[src/rtl/if_id_fetch_pkg.sv]
// Shared constants, FSM encoding and address helper for the fetch stage
// and its IF/ID register.
package if_id_fetch_pkg;

    localparam logic [31:0] NOP_INSTR_DEF = 32'h0000_0013;  // addi x0,x0,0
    localparam logic [31:0] RESET_PC_DEF  = 32'h0000_0000;

    typedef enum logic [1:0] {
        ST_FETCH   = 2'd0,
        ST_WAIT_ID = 2'd1,
        ST_DROP    = 2'd2
    } fetch_state_t;

    function automatic logic [31:0] word_align(input logic [31:0] addr);
        return addr & ~32'd3;
    endfunction

endpackage

[src/rtl/if_skid_buf.sv]
// One-entry {ir,pc} holding buffer that parks a fetched word while decode
// is stalled.
module if_skid_buf (
    input  logic        clk,
    input  logic        rst_n,
    input  logic        i_load,
    input  logic        i_unload,
    input  logic        i_clear,
    input  logic [31:0] i_ir,
    input  logic [31:0] i_pc,
    output logic [31:0] o_ir,
    output logic [31:0] o_pc,
    output logic        o_full
);

    logic        r_full;
    logic [31:0] r_ir;
    logic [31:0] r_pc;

    always_ff @(posedge clk) begin
        if (!rst_n) begin
            r_full <= 1'b0;
        end else if (i_clear || i_unload) begin
            r_full <= 1'b0;
        end else if (i_load) begin
            r_full <= 1'b1;
        end
    end

    // NOTE: payload needs no reset; it is only observed while r_full is set.
    always_ff @(posedge clk) begin
        if (i_load && !i_clear) begin
            r_ir <= i_ir;
            r_pc <= i_pc;
        end
    end

    assign o_ir   = r_ir;
    assign o_pc   = r_pc;
    assign o_full = r_full;

endmodule

[src/rtl/if_id_fetch.sv]
// Instruction fetch stage with IF/ID register: owns the PC, keeps at most one
// memory request outstanding, buffers one word on stall, flushes on redirect.
module if_id_fetch
    import if_id_fetch_pkg::*;
#(
    parameter logic [31:0] RESET_PC  = RESET_PC_DEF,
    parameter logic [31:0] NOP_INSTR = NOP_INSTR_DEF
) (
    input  logic        clk,
    input  logic        rst_n,
    output logic        imem_req,
    output logic [31:0] imem_addr,
    input  logic        imem_ready,
    input  logic [31:0] imem_rdata,
    input  logic        stall,
    input  logic        redirect,
    input  logic [31:0] redirect_pc,
    output logic        id_valid,
    output logic [31:0] id_ir,
    output logic [31:0] id_pc,
    output logic [31:0] id_pc_plus4
);

    fetch_state_t r_state, w_state_nxt;
    logic         r_run;
    logic [31:0]  r_pc, w_pc_nxt;
    logic [31:0]  r_drop_addr, w_drop_addr_nxt;
    logic         r_id_valid, w_id_valid_nxt;
    logic [31:0]  r_id_ir, w_id_ir_nxt;
    logic [31:0]  r_id_pc, w_id_pc_nxt;
    logic [31:0]  r_id_pc_plus4, w_id_pc_plus4_nxt;

    logic         w_skid_load, w_skid_unload, w_skid_clear, w_skid_full;
    logic [31:0]  w_skid_ir, w_skid_pc;
    logic         w_complete;

    if_skid_buf u_skid (
        .clk      (clk),
        .rst_n    (rst_n),
        .i_load   (w_skid_load),
        .i_unload (w_skid_unload),
        .i_clear  (w_skid_clear),
        .i_ir     (imem_rdata),
        .i_pc     (r_pc),
        .o_ir     (w_skid_ir),
        .o_pc     (w_skid_pc),
        .o_full   (w_skid_full)
    );

    // r_run keeps the request low for the first cycle after reset release.
    assign imem_req   = r_run && (((r_state == ST_FETCH) && !w_skid_full) ||
                                  (r_state == ST_DROP));
    assign imem_addr  = (r_state == ST_DROP) ? r_drop_addr : r_pc;
    assign w_complete = imem_req && imem_ready;

    // NOTE: every output of this block gets a default first so no latch is inferred.
    always_comb begin
        w_state_nxt       = r_state;
        w_pc_nxt          = r_pc;
        w_drop_addr_nxt   = r_drop_addr;
        w_id_valid_nxt    = r_id_valid;
        w_id_ir_nxt       = r_id_ir;
        w_id_pc_nxt       = r_id_pc;
        w_id_pc_plus4_nxt = r_id_pc_plus4;
        w_skid_load       = 1'b0;
        w_skid_unload     = 1'b0;
        w_skid_clear      = 1'b0;

        if (redirect) begin
            w_id_valid_nxt = 1'b0;
            w_id_ir_nxt    = NOP_INSTR;
            w_skid_clear   = 1'b1;
            w_pc_nxt       = word_align(redirect_pc);
            if (imem_req && !imem_ready) begin
                w_state_nxt     = ST_DROP;
                w_drop_addr_nxt = imem_addr;
            end else begin
                w_state_nxt = ST_FETCH;
            end
        end else begin
            case (r_state)
                ST_FETCH: begin
                    if (w_complete) begin
                        w_pc_nxt = r_pc + 32'd4;
                        if (stall) begin
                            w_skid_load = 1'b1;
                            w_state_nxt = ST_WAIT_ID;
                        end else begin
                            w_id_valid_nxt    = 1'b1;
                            w_id_ir_nxt       = imem_rdata;
                            w_id_pc_nxt       = r_pc;
                            w_id_pc_plus4_nxt = r_pc + 32'd4;
                        end
                    end else if (!stall) begin
                        w_id_valid_nxt = 1'b0;
                        w_id_ir_nxt    = NOP_INSTR;
                    end
                end
                ST_WAIT_ID: begin
                    if (!stall) begin
                        w_id_valid_nxt    = 1'b1;
                        w_id_ir_nxt       = w_skid_ir;
                        w_id_pc_nxt       = w_skid_pc;
                        w_id_pc_plus4_nxt = w_skid_pc + 32'd4;
                        w_skid_unload     = 1'b1;
                        w_state_nxt       = ST_FETCH;
                    end
                end
                ST_DROP: begin
                    // The stale word is discarded; the IF/ID register already holds a bubble.
                    if (w_complete) begin
                        w_state_nxt = ST_FETCH;
                    end
                end
                default: w_state_nxt = ST_FETCH;
            endcase
        end
    end

    // NOTE: state registers use non-blocking assignments so all update together at the edge.
    always_ff @(posedge clk) begin
        if (!rst_n) begin
            r_state       <= ST_FETCH;
            r_run         <= 1'b0;
            r_pc          <= RESET_PC;
            r_drop_addr   <= 32'd0;
            r_id_valid    <= 1'b0;
            r_id_ir       <= NOP_INSTR;
            r_id_pc       <= 32'd0;
            r_id_pc_plus4 <= 32'd0;
        end else begin
            r_state       <= w_state_nxt;
            r_run         <= 1'b1;
            r_pc          <= w_pc_nxt;
            r_drop_addr   <= w_drop_addr_nxt;
            r_id_valid    <= w_id_valid_nxt;
            r_id_ir       <= w_id_ir_nxt;
            r_id_pc       <= w_id_pc_nxt;
            r_id_pc_plus4 <= w_id_pc_plus4_nxt;
        end
    end

    assign id_valid    = r_id_valid;
    assign id_ir       = r_id_ir;
    assign id_pc       = r_id_pc;
    assign id_pc_plus4 = r_id_pc_plus4;

endmodule

[config.mk]
export PLATFORM = sky130hd
export DESIGN_NAME = if_id_fetch
export DESIGN_NICKNAME = d
export VERILOG_FILES = /design/src/rtl/if_id_fetch_pkg.sv /design/src/rtl/if_skid_buf.sv /design/src/rtl/if_id_fetch.sv
export SDC_FILE = /design/constraint.sdc
export NUM_CORES = 1
export LEC_CHECK = 0
export BUFFER_PORTS_ARGS = -buffer_cell sky130_fd_sc_hd__buf_2
export CAP_MARGIN = 20
export CORE_MARGIN = 5
export CORE_UTILIZATION = 44
export CTS_BUF_LIST = sky130_fd_sc_hd__clkbuf_16
export DETAILED_ROUTE_END_ITERATION = 6
export PLACE_DENSITY_LB_ADDON = 0.25
export RECOVER_POWER = 100
export SLEW_MARGIN = 0
export SYNTH_ARGS = -nofsm -noshare
export SYNTH_HDL_FRONTEND = slang
export SYNTH_SLANG_ARGS = --single-unit
export TNS_END_PERCENT = 100
[constraint.sdc]
create_clock -name clk -period 3.3 [get_ports clk]
set_input_delay 0.495 -clock clk [delete_from_list [all_inputs] [get_ports clk]]
set_output_delay 0.495 -clock clk [all_outputs]
set_load 0.005 [all_outputs]
==> run_results.csv, run 1 <==
group,metric,value,unit
cts,clockBufferDepth,3,
yosys,synthTopCellsByCount,"159 x dfxtp_1, 122 x nand2_1, 66 x nand3_1",
global_route,met3_usage,4.21,%
yosys,synth_cells,1046,
worst_setup_path,critPathRequiredTime,3700,ps
worst_setup_path,crit_family,"buffers and inverters",
floorplan,die_height,164,um
sta,min_period,2800,ps
yosys,synthArstFlopShare,0,%
global_route,grtUsageMet2,30.2,%
yosys,ys_seq_area_share,48.6,%
floorplan,fp.coreArea,23300,um^2
placement,gp_congestion,0.851,
yosys,ys_ff_latch,221,
sta,fmax,0.357,GHz
yosys,ys.flop_type,"dfxtp_1",
cells_and_area,area_growth,14.8,%
global_route,grt_pass1_vias,7900,
sta,skew,8.87,ps
floorplan,boundaryPins,199,
cells_and_area,fillCellCount,2276,
route,wl_per_cell,18.3,um
sta,slew_headroom,-4.27,%
cells_and_area,fin_nets,1268,
route,vias,8381,
sta,tns,0,ps
cts,cts_root_buffer,"clkbuf_16",
cts,cts_setup_buffers,0,
worst_setup_path,max_stage_delay,1060,ps
global_route,grt_overflow_total,0,
route,via_per_inst,5.46,
worst_setup_path,path_cells,"or2_0 > a211oi_4 > clkbuf_2 > nand3_1 > o211a_1",
global_route,grt_max_degree,72,
worst_setup_path,critPathBufInv,1,
run,max-cap-violations,2,
floorplan,initial_core_util,44.5,%
global_route,met1_usage,30.0,%
cts,cts_resized,0,
placement,hpwlAfterDp,19700,um
global_route,top_usage_layer,"met2",
floorplan,floorplan.rows,56,
route,dr.pass1.iters,5,
global_route,grt_pass1_wl,43700,um
yosys,yosysTopAreaCellShare,30.7,%
cts,cts_tree,"yes",
pwr,power_density,507,nW/um^2
route,postRouteAntennaNets,0,
worst_setup_path,start_kind,"flip-flop",
sta,fin_crit_sh,84.8,%
cts,cts_made_buffers,24,
yosys,yosysTopAreaCell,"dfxtp_1",
pwr,power_leakage,5.02,nW
yosys,netlist_area,10400,um^2
yosys,yosys_warnings,0,
sta,tightestPinTransition,1560,ps
yosys,yosys-top-cells-area,"dfxtp_1 31%, edfxtp_1 18%, o211a_1 6.0%",
sta,setup_viol,0,
sta,finalHoldViolCount,0,
worst_setup_path,cpMaxStageDelayCell,"clkbuf_2",
cts,cts.sinks,221,
route,drcViolationCount,0,
run_status,status,"finished, violations left",
yosys,yosysMostFrequentCell,"dfxtp_1",
cells_and_area,antenna_cells,0,
global_route,grt_use_total,20.1,%
cts,insertion_delay,510,ps
worst_setup_path,crit_type,"flip-flop to flip-flop",
cts,cts_max_level,1,
floorplan,die-area,26800,um^2
sta,slew_violations,60,
sta,holdWs,174,ps
worst_hold_path,hold_class,"primary input to flip-flop",
yosys,yosysUniqueCellTypes,65,
placement,io_buffer_count,192,
sta,rsz0062_at_grt,"no",
run_status,violations,"max-capacitance violations, max-slew violations",
route,wl,28000,um
yosys,synth-edff-count,62,
worst_setup_path,worstPathArrival,3200,ps
worst_setup_path,critPathMaxFanout,67,
pwr,p_total,6.04,mW
cts,cts.clk_slew.worst_paths,60,ps
cts,ctsHoldBuffers,0,
worst_setup_path,worstSetupEndpointType,"flip-flop",
pwr,ir_drop,0.281,mV
global_route,antenna_found_initial,1,
floorplan,die_width,164,um
cells_and_area,drive_gt1_share,15.2,%
yosys,postSynthAreaPerCell,9.93,um^2
route,drtIter0Drc,799,
## stage by stage
step                instances  worst slack, ps  util (%)  area (um^2)
floorplan                1049              152         -        10400
global placement         1489              728      48.8        11400
detailed placement       1489              720      48.8        11400
CTS                      1533              659      52.0        12100
global route             1534              312      51.1        11900
finish                   1534              502      51.1        11900
## final timing paths
kind,depth (start not counted),endpoint,slack [ps],startpoint
setup reg to reg,5,id_pc[11],500,r_state[1]
hold / removal,1,u_skid.o_ir[1],170,imem_rdata[1]
hold reg to reg,2,id_pc_plus4[13],440,id_pc_plus4[13]
setup / recovery,5,id_pc[11],500,r_state[1]
## where the power goes
group | switching [mW] | leakage [nW] | internal, mW
Clock | 1.07 | 0.396 | 1.44
Sequential | 0.0953 | 1.87 | 2.89
Combinational | 0.314 | 2.75 | 0.223
Total | 1.48 | 5.02 | 4.56
## placed cells by master, fill, tap and decap left out, types with 6 or more instances in the layout
cell type	netlist	final
nand2_1	122	122
inv_1	7	15
o211ai_1	9	9
nor2_1	58	56
nand4_1	17	17
o211a_1	62	62
buf_4	5	12
xor2_1	41	41
a21boi_0	6	6
nor3_1	41	42
nand3_1	66	67
o21ai_0	39	46
xnor2_1	40	40
and3_1	14	13
a21oi_1	36	36
buf_2	29	97
edfxtp_1	62	62
clkbuf_1	48	104
nor4_1	3	6
nand2b_1	31	31
mux2_1	0	12
mux2_2	30	18
clkinv_2	1	6
clkbuf_16	0	25
a22oi_1	9	9
a221oi_1	29	29
dfxtp_1	159	159
## routing by layer
metal  vias up  share of wire, %
met5         -             0.039
met4         2               1.1
met3        29               8.1
met2       293                43
met1      3978                48
li1       4079                 -
## registers in the layout, summed over array words and instances, names as in the netlist
| register | count |
|---|---|
| id_ir | 32 |
| id_pc | 30 |
| id_pc_plus4 | 30 |
| id_valid | 1 |
| r_drop_addr | 32 |
| r_pc | 30 |
| r_run | 1 |
| r_state | 2 |
| u_skid.o_full | 1 |
| u_skid.o_ir | 32 |
| u_skid.o_pc | 30 |
## layout make-up
class	instances	area (um^2)	share of cell area, %
Multi-Input combinational cell	725	4710	39.6
Tap cell	319	399	3.35
Inverter	8	31.3	0.263
Clock inverter	19	114	0.956
Clock buffer	25	626	5.25
Timing Repair Buffer	217	986	8.27
Sequential cell	221	5040	42.3
## cells by family (layout without fill, tap and decap cells)
logic type      count (synthesis)  after routing  share of synthesized area, %
mux                            32             32                          3.45
xor+xnor                       81             81                          6.83
flops                         221            221                          48.6
simple gates                  391            391                          19.4
buf+inv                       103            269                          5.76
other cells                     1              4                        0.0361
compound gates                215            215                          15.7
fa+ha+maj                       2              2                         0.241
## worst reg2reg max path, delay by kind of cell (launching register included)
| kind | cells | cell delay [ps] |
|---|---|---|
| compound gates | 2 | 520 |
| buf+inv | 1 | 1060 |
| flops | 1 | 420 |
| simple gates | 2 | 690 |
No activity file was read; power rests on OpenSTA's default activity.
==> run 2: changes to the inputs <==
==> constraint.sdc (replaced) <==
create_clock -name clk -period 2.65 [get_ports clk]
set_input_delay 0.3975 -clock clk [delete_from_list [all_inputs] [get_ports clk]]
set_output_delay 0.3975 -clock clk [all_outputs]
set_load 0.005 [all_outputs]
==> run_results.csv, run 2 (synthesis results as in run 1) <==
group,metric,value,unit
global_route,grt_overflow_total,0,
sta,tightestPinTransition,1230,ps
cts,insertion_delay,520,ps
cells_and_area,final_cell_mix,"159 x dfxtp_1, 122 x nand2_1, 109 x clkbuf_1",
worst_setup_path,crit_start,"r_pc[3]",
worst_setup_path,start_kind,"flip-flop",
route,dr.pass1.iters,6,
floorplan,initial_core_util,44.5,%
worst_setup_path,worstSetupEndpointType,"flip-flop",
cts,ctsHoldBuffers,0,
sta,setup_viol,0,
sta,fmax,0.400,GHz
sta,min_period,2500,ps
sta,slew_headroom,18.0,%
route,via_per_inst,5.42,
worst_hold_path,min-delay-start,"imem_rdata[2]",
placement,hpwlAfterDp,20100,um
cells_and_area,drive_gt1_share,16.1,%
sta,holdWs,68.1,ps
floorplan,fp.coreArea,23300,um^2
placement,dp.cells,1505,
cells_and_area,fillCellCount,2312,
worst_setup_path,r2r-start,"r_pc[3]",
cells_and_area,stdcell_count,1551,
sta,finalHoldViolCount,0,
floorplan,die_height,164,um
cts,cts.clk_slew.worst_paths,60,ps
worst_setup_path,crit_type,"flip-flop to flip-flop",
placement,io_buffer_count,192,
route,postRouteAntennaNets,0,
floorplan,floorplan.rows,56,
route,drcViolationCount,0,
route,wl,28000,um
cts,cts_max_level,1,
cts,cts_resized,0,
cts,cts_setup_buffers,0,
cells_and_area,antenna_cells,0,
pwr,power_leakage,5.11,nW
sta,slew_violations,0,
cts,cts.sinks,221,
worst_setup_path,critPathMaxFanout,11,
sta,rsz0062_at_grt,"no",
global_route,antenna_found_initial,0,
run_status,status,"finished, final reports clean",
global_route,grt_max_degree,62,
run,max-cap-violations,0,
worst_setup_path,worstPathArrival,2910,ps
floorplan,boundaryPins,199,
cells_and_area,multi_input_comb_area,4740,um^2
sta,fin_crit_sh,94.4,%
cts,clockBufferDepth,3,
route,vias,8406,
global_route,grt_use_total,20.1,%
pwr,power_density,647,nW/um^2
pwr,ir_drop,0.512,mV
global_route,grt_pass1_wl,43600,um
route,wl_per_cell,18.0,um
placement,place_worst_setup_slack,199,ps
placement,gp_congestion,0.872,
cells_and_area,area_growth,16.8,%
global_route,grt_pass1_vias,7914,
sta,skew,20.5,ps
worst_hold_path,hold_class,"primary input to flip-flop",
cells_and_area,final_common_cell,"dfxtp_1",
cells_and_area,ff_latch_area,5040,um^2
cells_and_area,fin_nets,1284,
worst_setup_path,critPathRequiredTime,3060,ps
route,drtIter0Drc,623,
floorplan,die_width,164,um
floorplan,die-area,26800,um^2
sta,worst_slack,149,ps
cts,cts_tree,"yes",
cts,cts_made_buffers,25,
sta,tns,0,ps
cts,cts_root_buffer,"clkbuf_16",
run 2: cell count changes in the layout (fill, tap and decap cells not counted), moves of 2 or more:
| cell | delta |
|---|---|
| clkinv_1 | +3 |
| clkbuf_4 | +2 |
| clkinv_2 | -3 |
| clkbuf_16 | +3 |
| buf_4 | +5 |
| clkbuf_2 | +2 |
| inv_1 | -3 |
| clkbuf_1 | +5 |
run 2: per-layer routing:
| layer | wire length (um) | track usage (%) | part of all wire, % |
|---|---|---|---|
| met5 | 0 | 0 | 0 |
| met4 | 513 | 4.69 | 1.8 |
| met3 | 1950 | 3.05 | 7.0 |
| met2 | 12000 | 30.0 | 43 |
| met1 | 13600 | 30.7 | 48 |
run 2: cell type report:
cell class              count  area share [%]
multi-input cells         725            39.1
flip-flops and latches    221            41.6
clock buffers              28            5.78
clock inverters            18            1.14
repair buffers            232            8.83
well taps                 319            3.29
inverters                   8           0.258
run 2: through the flow:
stage | utilization, % | area, um^2 | power (mW)
after floorplan | - | 10400 | 4.23
after global placement | 49.4 | 11500 | 4.49
after detailed placement | 49.4 | 11500 | 4.50
after CTS | 53.0 | 12400 | 7.96
after global routing | 52.0 | 12100 | 8.17
final | 52.0 | 12100 | 7.84
run 2: worst paths after layout:
check	end	slack [ps]	depth (start not counted)
worst max-delay path	id_pc_plus4[18]	150	9
worst min-delay path	u_skid.o_ir[2]	70	1
worst max register to register	id_pc_plus4[18]	150	9
worst min register to register	id_pc_plus4[15]	450	2
run 2: power breakdown:
part / internal [mW] / switching, mW
Clock: 2.09 / 1.37
Combinational: 0.281 / 0.402
Sequential: 3.60 / 0.109
Total: 5.96 / 1.88
run 2: critical path, cell delays in order, from the launching register on:
cell and delay, ps:
dfxtp_1 520, ha_1 280, nand3_1 140, buf_4 190, nor4_1 350, buf_4 280
nand3_1 120, xor2_1 190, a21oi_1 90, a32o_1 230
==> run 3: changes to the inputs <==
--- a/config.mk
+++ b/config.mk
@@ -11,6 +11,7 @@
 export CORE_UTILIZATION = 44
 export CTS_BUF_LIST = sky130_fd_sc_hd__clkbuf_16
 export DETAILED_ROUTE_END_ITERATION = 6
+export HOLD_SLACK_MARGIN = 0.08
 export PLACE_DENSITY_LB_ADDON = 0.25
 export RECOVER_POWER = 100
 export SLEW_MARGIN = 0
==> run_results.csv, run 3 (synthesis results as in run 1) <==
group,metric,value,unit
cells_and_area,antenna_cells,0,
global_route,grt_pass1_wl,44100,um
route,wl,28300,um
run_status,status,"finished, final reports clean",
floorplan,initial_core_util,44.5,%
route,drcViolationCount,0,
worst_setup_path,crit_type,"flip-flop to flip-flop",
floorplan,die-area,26800,um^2
cells_and_area,final_cell_mix,"159 x dfxtp_1, 122 x nand2_1, 118 x clkbuf_1",
cts,cts_root_buffer,"clkbuf_16",
placement,place_worst_setup_slack,199,ps
route,dr.pass1.iters,5,
cts,cts.sinks,221,
cts,cts_tree,"yes",
sta,slew_violations,0,
worst_setup_path,ff2ff_setup_slack,130,ps
global_route,grt_use_total,20.3,%
cells_and_area,area_growth,19.5,%
floorplan,die_height,164,um
worst_hold_path,hold_class,"primary input to flip-flop",
cts,cts_max_level,1,
floorplan,floorplan.rows,56,
floorplan,die_width,164,um
cells_and_area,final_common_cell,"dfxtp_1",
cells_and_area,fin_nets,1313,
sta,rsz0062_at_grt,"no",
worst_setup_path,r2r_cells,9,
sta,worst_slack,134,ps
route,vias,8552,
cts,insertion_delay,520,ps
cells_and_area,ff_latch_area,5040,um^2
cts,clockBufferDepth,3,
route,drtIter0Drc,640,
worst_setup_path,start_kind,"flip-flop",
sta,tns,0,ps
sta,fmax,0.397,GHz
cells_and_area,drive_gt1_share,14.9,%
cells_and_area,fillCellCount,2281,
cts,cts_made_buffers,25,
sta,finalHoldViolCount,0,
pwr,power_leakage,5.19,nW
worst_setup_path,crit_end,"id_pc_plus4[18]",
global_route,grt_max_degree,62,
cts,cts_setup_buffers,0,
sta,slew_headroom,18.3,%
route,via_per_inst,5.41,
global_route,grt_pass1_vias,8080,
route,wl_per_cell,17.9,um
floorplan,boundaryPins,199,
sta,min_period,2520,ps
worst_setup_path,worstPathArrival,2930,ps
floorplan,fp.coreArea,23300,um^2
placement,io_buffer_count,192,
worst_setup_path,critPathMaxFanout,11,
sta,skew,18.3,ps
sta,fin_crit_sh,95.0,%
pwr,ir_drop,0.515,mV
cells_and_area,multi_input_comb_area,4740,um^2
sta,tightestPinTransition,1230,ps
worst_setup_path,crit_start,"r_pc[3]",
worst_setup_path,worstSetupEndpointType,"flip-flop",
placement,gp_congestion,0.872,
global_route,grt_overflow_total,0,
worst_setup_path,critPathRequiredTime,3060,ps
cts,cts.clk_slew.worst_paths,60,ps
sta,setup_viol,0,
run,max-cap-violations,0,
global_route,antenna_found_initial,0,
worst_setup_path,rr_endpoint,"id_pc_plus4[18]",
worst_setup_path,r2r-start,"r_pc[3]",
route,postRouteAntennaNets,0,
pwr,power_density,634,nW/um^2
placement,hpwlAfterDp,20100,um
run 3: stage by stage:
stage | instances | utilization [%] | power [mW] | hold slack, ps | area (um^2)
2_1_floorplan | 1049 | - | 4.23 | 403 | 10400
3_3_place_gp | 1505 | 49.4 | 4.49 | 432 | 11500
3_5_place_dp | 1505 | 49.4 | 4.50 | 434 | 11500
4_1_cts | 1580 | 54.2 | 8.00 | 81.6 | 12700
5_1_grt | 1580 | 53.2 | 8.20 | 131 | 12400
6_report | 1580 | 53.2 | 7.87 | 145 | 12400
run 3: power breakdown:
group | internal, mW | total [mW] | switching, mW
Sequential | 3.60 | 3.71 | 0.110
Combinational | 0.307 | 0.715 | 0.409
Clock | 2.09 | 3.44 | 1.36
run 3: worst min-delay path by stage:
stage	from	end	cells after the start	slack, ps
CTS	imem_rdata[10]	u_skid.o_ir[10]	1	80
finish	imem_rdata[10]	u_skid.o_ir[10]	1	150
floorplan	r_pc[11]	u_skid.o_pc[11]	0	400
global placement	id_pc_plus4[13]	id_pc_plus4[13]	2	430
detailed placement	id_pc_plus4[15]	id_pc_plus4[15]	2	430
global route	redirect_pc[18]	r_pc[18]	3	130
run 3: repair_timing:
action / CTS / global route
resized for setup: 0 / 0
endpoints found under the hold margin: 29 / 0
hold buffers: 29 / 0
run 3: worst max-delay path: stages, from the launching register on:
cell and delay, ps:
dfxtp_1 520, ha_1 280, nand3_1 140, buf_4 190, nor4_1 360, buf_4 280
nand3_1 120, xor2_1 190, a21oi_1 90, a32o_1 230
run 3: routing by layer:
layer	up-vias	routed length, um	share of wire, %	GRT usage (%)
met2	303	12200	43	30.6
met5	-	0	0	0
met1	4054	13700	48	30.5
li1	4164	-	-	-
met3	31	1910	6.7	3.43
met4	0	512	1.8	4.69
run 3: final cells by class:
type                       instances  area share [%]
clock buffer                      28            5.65
sequential                       221            40.7
clock inverter                    18            1.11
tap                              319            3.22
inverter                           8           0.252
timing repair buffer             261            10.9
multi-input combinational        725            38.2
